`src/rtl/icache_axi_rd_bridge_pkg.sv`:
```
// Shared AXI constants and bridge state encoding for the I-cache refill bridge.
package icache_axi_rd_bridge_pkg;

  localparam logic [1:0] BURST_INCR = 2'b01;
  localparam logic [2:0] SIZE_4B    = 3'b010;
  localparam logic [1:0] RESP_OKAY  = 2'b00;

  localparam logic [1:0] STATE_IDLE = 2'd0;
  localparam logic [1:0] STATE_AR   = 2'd1;
  localparam logic [1:0] STATE_R    = 2'd2;
  localparam logic [1:0] STATE_DONE = 2'd3;

  typedef enum logic [1:0] {
    ST_IDLE = STATE_IDLE,
    ST_AR   = STATE_AR,
    ST_R    = STATE_R,
    ST_DONE = STATE_DONE
  } bridge_state_e;

endpackage

```
`src/rtl/icache_axi_rd_bridge.sv`:
```
// I-cache line refill to single AXI4 INCR read burst; returns the assembled line as a one-cycle pulse.
// Optional response checking on axi_err is enabled by defining ICACHE_AXI_CHECK_EN.
module icache_axi_rd_bridge
  import icache_axi_rd_bridge_pkg::*;
#(
  parameter int unsigned DATA_WIDTH     = 32,
  parameter int unsigned WORDS_PER_LINE = 4,
  parameter int unsigned ID_WIDTH       = 4,
  parameter int unsigned AXI_ID         = 0
) (
  input  logic                                 clk,
  input  logic                                 reset,
  input  logic                                 icache_rd_req,
  input  logic [31:0]                          icache_rd_addr,
  output logic                                 icache_rd_rdy,
  output logic                                 icache_ret_valid,
  output logic [WORDS_PER_LINE*DATA_WIDTH-1:0] icache_ret_data,
  output logic [ID_WIDTH-1:0]                  arid,
  output logic [31:0]                          araddr,
  output logic [7:0]                           arlen,
  output logic [2:0]                           arsize,
  output logic [1:0]                           arburst,
  output logic [1:0]                           arlock,
  output logic [3:0]                           arcache,
  output logic [2:0]                           arprot,
  output logic                                 arvalid,
  input  logic                                 arready,
  input  logic [ID_WIDTH-1:0]                  rid,
  input  logic [DATA_WIDTH-1:0]                rdata,
  input  logic [1:0]                           rresp,
  input  logic                                 rlast,
  input  logic                                 rvalid,
  output logic                                 rready,
  output logic                                 axi_err
);

  localparam int unsigned LINE_W = WORDS_PER_LINE * DATA_WIDTH;
  localparam int unsigned BEAT_W = (WORDS_PER_LINE > 1) ? $clog2(WORDS_PER_LINE) : 1;
  localparam int unsigned OFF_W  = $clog2(WORDS_PER_LINE * 4);
  localparam logic [BEAT_W-1:0] LAST_BEAT = BEAT_W'(WORDS_PER_LINE - 1);

  bridge_state_e     state_q, state_d;
  logic [31:0]       addr_q, addr_d;
  logic [BEAT_W-1:0] beat_q, beat_d;
  logic [LINE_W-1:0] line_q, line_d;
  logic              beat_hs_c;

  // Line offset bits never reach the bus.
  logic unused_addr_bits;
  assign unused_addr_bits = ^icache_rd_addr[OFF_W-1:0];

  assign beat_hs_c = (state_q == ST_R) & rvalid;

  always_ff @(posedge clk) begin
    if (reset) begin
      state_q <= ST_IDLE;
      addr_q  <= '0;
      beat_q  <= '0;
      line_q  <= '0;
    end else begin
      state_q <= state_d;
      addr_q  <= addr_d;
      beat_q  <= beat_d;
      line_q  <= line_d;
    end
  end

  always_comb begin
    state_d = state_q;
    addr_d  = addr_q;
    beat_d  = beat_q;
    line_d  = line_q;
    case (state_q)
      ST_IDLE: begin
        if (icache_rd_req) begin
          addr_d  = {icache_rd_addr[31:OFF_W], OFF_W'(0)};
          beat_d  = '0;
          state_d = ST_AR;
        end
      end
      ST_AR: begin
        if (arready) begin
          state_d = ST_R;
        end
      end
      ST_R: begin
        // The beat counter alone decides when the line is complete.
        if (beat_hs_c) begin
          line_d[beat_q*DATA_WIDTH +: DATA_WIDTH] = rdata;
          beat_d = beat_q + BEAT_W'(1);
          if (beat_q == LAST_BEAT) begin
            state_d = ST_DONE;
          end
        end
      end
      ST_DONE: begin
        state_d = ST_IDLE;
      end
      default: begin
        state_d = ST_IDLE;
      end
    endcase
  end

  assign arvalid          = (state_q == ST_AR);
  assign rready           = (state_q == ST_R);
  assign icache_rd_rdy    = arvalid & arready;
  assign icache_ret_valid = (state_q == ST_DONE);
  assign icache_ret_data  = line_q;

  assign arid    = ID_WIDTH'(AXI_ID);
  assign araddr  = addr_q;
  assign arlen   = 8'(WORDS_PER_LINE - 1);
  assign arsize  = SIZE_4B;
  assign arburst = BURST_INCR;
  assign arlock  = 2'b00;
  assign arcache = 4'b0000;
  assign arprot  = 3'b000;

`ifdef ICACHE_AXI_CHECK_EN
  logic err_q, err_d;
  logic last_beat_c;

  assign last_beat_c = (beat_q == LAST_BEAT);

  // Sticky until reset; the line itself is delivered regardless.
  always_comb begin
    err_d = err_q;
    if (beat_hs_c && ((rresp != RESP_OKAY) || (rid != ID_WIDTH'(AXI_ID)) ||
                      (rlast != last_beat_c))) begin
      err_d = 1'b1;
    end
  end

  always_ff @(posedge clk) begin
    if (reset) begin
      err_q <= 1'b0;
    end else begin
      err_q <= err_d;
    end
  end

  assign axi_err = err_q;
`else
  logic unused_r_bits;
  assign unused_r_bits = ^{rid, rresp, rlast};
  assign axi_err       = 1'b0;
`endif

endmodule

```
`config.mk`:
```
export PLATFORM = sky130hd
export DESIGN_NAME = icache_axi_rd_bridge
export DESIGN_NICKNAME = d
export VERILOG_FILES = /design/src/rtl/icache_axi_rd_bridge_pkg.sv /design/src/rtl/icache_axi_rd_bridge.sv
export SDC_FILE = /design/constraint.sdc
export NUM_CORES = 1
export LEC_CHECK = 0
export BUFFER_PORTS_ARGS = -buffer_cell sky130_fd_sc_hd__buf_2
export CAP_MARGIN = 20
export CORE_UTILIZATION = 43
export CTS_CLUSTER_SIZE = 16
export DETAILED_ROUTE_END_ITERATION = 12
export MAX_ROUTING_LAYER = met4
export PLACE_DENSITY = 0.84
export SLEW_MARGIN = 0
export SYNTH_ARGS = -nofsm -noshare
export SYNTH_HDL_FRONTEND = slang
export SYNTH_SLANG_ARGS = --single-unit
```
`constraint.sdc`:
```
create_clock -name clk -period 1.8 [get_ports clk]
set_input_delay 0.36 -clock clk [delete_from_list [all_inputs] [get_ports clk]]
set_output_delay 0.36 -clock clk [all_outputs]
set_load 0.02 [all_outputs]
```
==> metrics.txt, run 1 <==
status finished, final reports clean; Pwr Total 9910 µW; Die Y 121 µm; Slew headroom 65.9%; DRC errors left 0; later-pin clock latency in the skew report 0.42 ns; final core utilization 60.8%; Hold Slack 0.176 ns; Final Skew 0.00523 ns; hold depth 3; DR iter-0 viols 389; largest net degree at the start of global routing 99; Final Non-Filler Cells 1061; CP Data Arrival Time 2.12 ns; clk buf depth 2; Core Region 13500 µm²; most frequent cells after synthesis dfxtp_1 (160), nand2_1 (96), a21oi_1 (64), nor2_1 (63), a32oi_1 (60); Startpoint Class flop; GP Congestion 0.768; most common flop cell mapped by yosys dfxtp_1; average routed wire per standard cell 17.1 µm; Crit path top cell by count buf_6; WL final 18200 µm; Rows 42; CTS Buf Count 17; Max Slew Vio Count 0; post-synthesis cell area 6050 µm²; reg2reg end icache_ret_data[11]$_SDFFE_PP0P_; slowest stage delay, CP 0.35 ns; Fmax 566 MHz; CP cell instances inv_4, ha_4, buf_6, nor4bb_4, buf_4, buf_6, a32oi_1, nor2_1; placed insts 1021; ys async rst share 0%; HP Start icache_rd_addr[18]; final setup vio count 0; top cell type's share of synthesized area 53.0%; Clock Sink Count 160; CP top delay family buffers and inverters; Hold WC Path Type input port to flop; drt first pass iters 8; Cell variety after synth 34; RSZ-0062 raised after global routing yes; first-pass GRT wire length 27400 µm; post-synthesis sequential area ratio 53.0%; Buf+Inv Stages, Crit Path 4; Initial Util 44.9%; GRT overflow 0; Synth Register Bits 160; Max VDD drop 1.20 mV; antenna-violating nets left 0; share of layout cells above drive strength 1 35.6%; PortBufs 224; most numerous cell in the Yosys netlist dfxtp_1; Synth warnings 0; Lkg Pwr 0.00374 µW; via count 5756; # Max-Cap Violations 0; required time worst endpoint 2.15 ns; Crit. End Element flop; Total GRT Usage 25.1%; Final nets 958; CTS tree done; CP max FO 8; CTS Hold Bufs 0; Final min period 1.77 ns; Filler Cell Count 1158; EDFF count, synth 0; final hold viol count 0; synthesized area per cell 9.30 µm²; final period utilization 98.1%; Worst Setup SP beat_q[1]$_SDFFE_PP0P_; DPL Wire Length 11700 µm; Worst path slowest cell dfxtp_2; WS Path Type flop to flop; synthesized instance count 650; area leader, netlist dfxtp_1; destination of the worst hold path araddr[18]$_SDFFE_PP0P_; width of the die 121 µm; PwrDens 1210 nW/µm²; diode count 0; Worst R2R Setup Slack 0.03 ns; Area Growth Syn to Fin 35.3%; Via density 5.43; worst r2r src beat_q[1]$_SDFFE_PP0P_; H-tree lvl count 4; Die ar. 14500 µm²; initial antenna violation count 0; worst reg2reg path depth 8; I/O pins 267; Root Buffer clkbuf_16; vias in the first global route 5311; Clock transition at path regs 0.06 ns; Worst Max-Slew Pin Slew 0.511 ns; synth top area cells dfxtp_1 (53%), a32oi_1 (8.7%), nand2_1 (6.0%), a21oi_1 (5.3%), a32o_1 (4.6%)
stage by stage:
stage | setup WS (ns) | TNS (ns) | instance area, µm²
3_3_place_gp | 0.0391 | 0 | 7390
4_1_cts | 0.0120 | 0 | 8040
6_report | 0.0341 | 0 | 8180
2_1_floorplan | 0.0287 | 0 | 6170
5_1_grt | -0.0255 | -0.274 | 8180
3_5_place_dp | 0.0427 | 0 | 7390
state kept, by name, indices dropped and copies added, names as in the netlist:
| name | flops |
|---|---|
| icache_ret_data | 128 |
| araddr | 28 |
| beat_q | 2 |
| state_q | 2 |
placed cells by master, fill, tap and decap left out, types with 2 or more instances in the layout:
cell type / n
buf_2: 223
dfxtp_1: 157
nand2_1: 96
a21oi_1: 63
nor2_1: 63
a32oi_1: 59
nand3_1: 36
conb_1: 31
a32o_1: 28
buf_4: 28
clkbuf_16: 20
buf_12: 8
ha_1: 7
and3_1: 6
bufinv_16: 5
nand4_1: 4
a31o_2: 4
dfxtp_2: 3
clkinv_2: 3
inv_1: 2
inv_4: 2
and2_2: 2
nor2b_1: 2
nand2b_1: 2
o32ai_1: 2
ha_2: 2
clkinv_4: 2
inv_6: 2
buf_6: 2
power by group:
group	internal, µW	switching, µW	leakage [µW]
Combinational	765	1340	0.00213
Sequential	3760	112	0.00129
Clock	2500	1430	0.000318
Total	7030	2880	0.00374
area by class of cell:
| class | count | area (µm²) | share of cell area (%) |
|---|---|---|---|
| clock buffer | 19 | 443 | 5.41 |
| multi-input combinational | 424 | 2500 | 30.5 |
| inverter | 5 | 23.8 | 0.291 |
| tap | 176 | 220 | 2.69 |
| timing repair buffer | 264 | 1580 | 19.4 |
| clock inverter | 13 | 208 | 2.54 |
| sequential | 160 | 3210 | 39.2 |
worst reg2reg max path: cells and delay by family, from the launching register on:
family / cells / cell delay (ns)
AOI/OAI and AO/OA: 1 / 0.12
adders and majority gates: 1 / 0.24
buffers and inverters: 4 / 0.56
DFF: 1 / 0.35
and+or+nand+nor: 2 / 0.44
cell families (layout without fill, tap and decap cells):
family	count (synthesis)	count (layout)	synth area share, %
flip-flops	160	160	53.0
AND/OR/NAND/NOR	218	218	15.9
adder cells (fa/ha/maj)	10	10	2.07
buffers and inverters	95	301	8.46
AO/OA/AOI/OAI	165	165	20.5
other	2	31	0.124
how the worst max path moves through the flow:
stage,end,slack [ns],cells after the start
global placement,araddr[5]$_SDFFE_PP0P_,0.04,5
detailed placement,araddr[5]$_SDFFE_PP0P_,0.04,5
global route,icache_ret_data[23]$_SDFFE_PP0P_,-0.03,8
floorplan,icache_ret_data[106]$_SDFFE_PP0P_,0.03,6
CTS,icache_ret_data[12]$_SDFFE_PP0P_,0.01,7
finish,icache_ret_data[11]$_SDFFE_PP0P_,0.03,8
timing repair:
item / in CTS / in global routing
setup buffers: 0 / 4
resized for setup: 0 / 12
endpoints found under the setup margin: 0 / 128
endpoints found under the hold margin: 0 / 0
layer usage:
layer,track usage [%],routed length (µm)
met5,-,0
met4,7.72,262
met3,6.46,1400
met2,40.9,8830
met1,30.5,7690
Power figures use the tool's default switching activity.
==> inputs of run 2 (changes only) <==
--- a/config.mk
+++ b/config.mk
@@ -7,6 +7,7 @@
 export LEC_CHECK = 0
 export BUFFER_PORTS_ARGS = -buffer_cell sky130_fd_sc_hd__buf_2
 export CAP_MARGIN = 20
+export CORE_MARGIN = 5
 export CORE_UTILIZATION = 43
 export CTS_CLUSTER_SIZE = 16
 export DETAILED_ROUTE_END_ITERATION = 12
==> metrics.txt, run 2 (synthesis gave the netlist of run 1 again) <==
DR iter-0 viols 342; Clock transition at path regs 0.06 ns; Core Region 13800 µm²; GP Congestion 0.779; Initial Util 43.7%; largest net degree at the start of global routing 127; final period utilization 95.9%; Clock Sink Count 160; Final Non-Filler Cells 1060; CTS Buf Count 17; DRC errors left 0; Die ar. 16500 µm²; DPL Wire Length 12700 µm; initial antenna violation count 0; Startpoint Class flop; register area 3210 µm²; PwrDens 1190 nW/µm²; Lkg Pwr 0.00366 µW; CP max FO 10; # Max-Cap Violations 0; WS Path Type flop to flop; antenna-violating nets left 0; Final Skew 0.00812 ns; width of the die 129 µm; Max VDD drop 0.860 mV; CTS tree done; Worst Max-Slew Pin Slew 0.644 ns; average routed wire per standard cell 17.5 µm; Rows 43; Final min period 1.73 ns; share of layout cells above drive strength 1 34.5%; Root Buffer clkbuf_16; Die Y 129 µm; commonest cells after routing, fill and taps aside buf_2 (224), dfxtp_1 (158), nand2_1 (96); Pwr Total 9620 µW; PortBufs 224; vias in the first global route 5285; Setup WS post-layout 0.0737 ns; via count 5719; Slew headroom 57.1%; max FFs per register 128; Final nets 953; Filler Cell Count 1247; Area Growth Syn to Fin 33.4%; drt first pass iters 5; Crit. End Element flop; multi-input logic area 2500 µm²; GRT overflow 0; placed insts 1025; Fmax 579 MHz; Total GRT Usage 22.4%; Max Slew Vio Count 0; clk buf depth 2; Hold WC Path Type input port to flop; H-tree lvl count 4; later-pin clock latency in the skew report 0.42 ns; Hold Slack 0.169 ns; WL final 18500 µm; most common cell after layout, fill and taps aside buf_2; Post-Place Setup Slack 0.0379 ns; I/O pins 267; required time worst endpoint 2.16 ns; first-pass GRT wire length 28300 µm; status finished, final reports clean; final hold viol count 0; Via density 5.40; CTS Hold Bufs 0; diode count 0; CP Data Arrival Time 2.09 ns; final setup vio count 0
## run 2: final timing paths
path / startpoint / end / slack, ns / cells after the start
worst min register to register: icache_ret_data[51]$_SDFFE_PP0P_ / icache_ret_data[51]$_SDFFE_PP0P_ / 0.45 / 2
worst max-delay path: beat_q[0]$_SDFFE_PP0P_ / icache_ret_data[119]$_SDFFE_PP0P_ / 0.07 / 6
worst max register to register: beat_q[0]$_SDFFE_PP0P_ / icache_ret_data[119]$_SDFFE_PP0P_ / 0.07 / 6
worst min-delay path: icache_rd_addr[14] / araddr[14]$_SDFFE_PP0P_ / 0.17 / 3
## run 2: per-stage QoR
stage | cell area, µm² | TNS, ns | util (%)
2_1_floorplan | 6170 | 0 | -
3_3_place_gp | 7380 | 0 | 53.4
3_5_place_dp | 7380 | 0 | 53.4
4_1_cts | 8020 | 0 | 58.0
5_1_grt | 8060 | -0.0456 | 58.3
6_report | 8060 | 0 | 58.3
## run 2: metal layers
metal | GRT usage, % | wire (µm) | share of wire, % | vias to the layer above
met5 | - | 0 | 0 | -
met1 | 27.5 | 7800 | 42 | 2702
met4 | 7.60 | 235 | 1.3 | 0
met3 | 7.47 | 1780 | 9.6 | 20
li1 | - | - | - | 2708
met2 | 34.9 | 8710 | 47 | 289
## run 2: final cells by class
class,instances,share of cell area [%]
well taps,180,2.79
inverters,5,0.233
clock buffers,24,5.97
clock inverters,8,1.88
flip-flops and latches,160,39.8
multi-input cells,424,31.0
repair buffers,259,18.4
## run 2: power breakdown
part	switching, µW	internal (µW)	total [µW]
clock	1410	2440	3850
combinational	1270	623	1890
sequential	116	3760	3880
## run 2: worst max-delay path, cell delays in order (launching register included)
cell and delay (ns):
dfxtp_2 0.32, inv_2 0.10, ha_4 0.21, or4b_4 0.55, nor2_8 0.19, buf_12 0.16, a32o_1 0.13
## run 2: timing repair
action,in CTS,in global routing
cloned,0,1
setup buffers,0,2
resized for setup,1,7
pin swaps,0,1
setup endpoints to repair,1,91
==> inputs of run 3 (changes only) <==
--- a/config.mk
+++ b/config.mk
@@ -5,13 +5,12 @@
 export SDC_FILE = /design/constraint.sdc
 export NUM_CORES = 1
 export LEC_CHECK = 0
-export BUFFER_PORTS_ARGS = -buffer_cell sky130_fd_sc_hd__buf_2
+export BUFFER_PORTS_ARGS = -buffer_cell sky130_fd_sc_hd__buf_4
 export CAP_MARGIN = 20
 export CORE_MARGIN = 5
 export CORE_UTILIZATION = 43
 export CTS_CLUSTER_SIZE = 16
 export DETAILED_ROUTE_END_ITERATION = 12
-export MAX_ROUTING_LAYER = met4
 export PLACE_DENSITY = 0.84
 export SLEW_MARGIN = 0
 export SYNTH_ARGS = -nofsm -noshare
==> metrics.txt, run 3 (synthesis gave the netlist of run 1 again) <==
Die ar. 16500 µm²; vias in the first global route 5583; GP Congestion 0.768; slowest stage delay, CP 0.56 ns; DPL Wire Length 13400 µm; RSZ-0062 raised after global routing yes; share of layout cells above drive strength 1 34.6%; DR iter-0 viols 405; Net Switching 2880 µW; Comb power frac 22.1%; width of the die 129 µm; Max Slew Vio Count 0; Via density 5.47; # Max-Cap Violations 0; CTS Hold Bufs 0; CP cell instances inv_1, ha_4, or4b_4, nor2_8, buf_12, a32o_1; largest net degree at the start of global routing 127; most common cell after layout, fill and taps aside buf_4; Buf+Inv Stages, Crit Path 2; Startpoint Class flop; status finished, final reports clean; Sw Ratio 30.4%; setup TNS 0 ns; Initial Util 43.7%; Final Skew 0.00929 ns; Clock Sink Count 160; CTS Buf Count 17; final setup vio count 0; initial antenna violation count 0; required time worst endpoint 2.16 ns; Area Growth Syn to Fin 42.0%; Filler Cell Count 1204; Root Buffer clkbuf_16; later-pin clock latency in the skew report 0.42 ns; final hold viol count 0; WS Path Type flop to flop; Fmax 575 MHz; Final nets 952; average routed wire per standard cell 18.7 µm; diode count 0; GRT overflow 0; Final Non-Filler Cells 1059; PwrDens 1100 nW/µm²; CP top delay family simple AND/OR/NAND/NOR gates; Hold WC Path Type input port to flop; Final min period 1.74 ns; first-pass GRT wire length 29900 µm; sequential share of power 41.1%; Total GRT Usage 22.9%; clk buf depth 2; H-tree lvl count 4; antenna-violating nets left 0; CP Data Arrival Time 2.10 ns; final period utilization 96.7%; Core Region 13800 µm²; CTS tree done; CP max FO 10; clock share of power 36.8%; multi-input logic area 2490 µm²; Worst path slowest cell or4b_4; Rows 43; Clock transition at path regs 0.07 ns; DRC errors left 0; commonest cells after routing, fill and taps aside buf_4 (247), dfxtp_1 (158), nand2_1 (96); Crit. End Element flop; WL final 19800 µm; Max VDD drop 0.748 mV; register area 3210 µm²; drt first pass iters 5; Internal 6590 µW; placed insts 1025; Slew headroom 56.8%; Worst Max-Slew Pin Slew 0.649 ns; Pwr Total 9470 µW; via count 5790; Lkg Pwr 0.00368 µW; max FFs per register 128; Die Y 129 µm; I/O pins 267; PortBufs 224
[run 3: cell types whose count changed in the layout (fill, tap and decap cells not counted), sizes merged]
cell,change
bufinv,-3
buf,-2
clkbuf,-1
inv,+2
clkinv,+3
[run 3: path summary, 6_finish.rpt]
| kind | endpoint | depth (start not counted) | from | slack, ns |
|---|---|---|---|---|
| max | icache_ret_data[111]$_SDFFE_PP0P_ | 6 | beat_q[1]$_SDFFE_PP0P_ | 0.06 |
| min | icache_ret_data[127]$_SDFFE_PP0P_ | 2 | rdata[31] | 0.19 |
| max reg2reg | icache_ret_data[111]$_SDFFE_PP0P_ | 6 | beat_q[1]$_SDFFE_PP0P_ | 0.06 |
| min reg2reg | icache_ret_data[36]$_SDFFE_PP0P_ | 2 | icache_ret_data[36]$_SDFFE_PP0P_ | 0.45 |
[run 3: metal layers]
layer	wire length (µm)	GRT usage (%)
met1	7690	27.4
met2	9660	38.2
met3	2040	8.88
met4	366	7.23
met5	0	0
[run 3: what timing repair did]
action / CTS / global route
setup endpoints to repair: 2 / 25
cloned: 0 / 1
pin swaps: 0 / 1
resized for setup: 2 / 2
setup buffers: 0 / 1
[run 3: worst reg2reg max path, delay by kind of cell (launching register included)]
family / cells / cell delay (ns)
AND/OR/NAND/NOR: 2 / 0.74
flip-flops: 1 / 0.31
buffers and inverters: 2 / 0.28
AO/OA/AOI/OAI: 1 / 0.14
adder cells (fa/ha/maj): 1 / 0.22
[run 3: power by group through the flow]
stage / clock network, µW / logic, µW / registers [µW]
finish: 3480 / 2100 / 3890
global placement: 0 / 2050 / 3950
detailed placement: 0 / 2090 / 3960
floorplan: 0 / 1010 / 4190
global route: 3740 / 2260 / 3910
CTS: 3550 / 2100 / 3890
[run 3: cell type report]
cell class	count	area share, %
Tap cell	180	2.62
Sequential cell	160	37.3
Timing Repair Buffer	258	24.1
Clock buffer	22	5.52
Inverter	5	0.219
Multi-Input combinational cell	424	29.0
Clock inverter	10	1.18
[run 3: metrics by stage]
stage          instance area (µm²)  setup WS [ns]  hold WS, ns  util, %
5_1_grt                       8590        -0.0184        0.168     62.1
4_1_cts                       8550         0.0222        0.167     61.8
6_report                      8590         0.0595        0.185     62.1
3_5_place_dp                  7970         0.0387        0.445     57.6
3_3_place_gp                  7970         0.0864        0.438     57.6
2_1_floorplan                 6170         0.0287        0.486        -
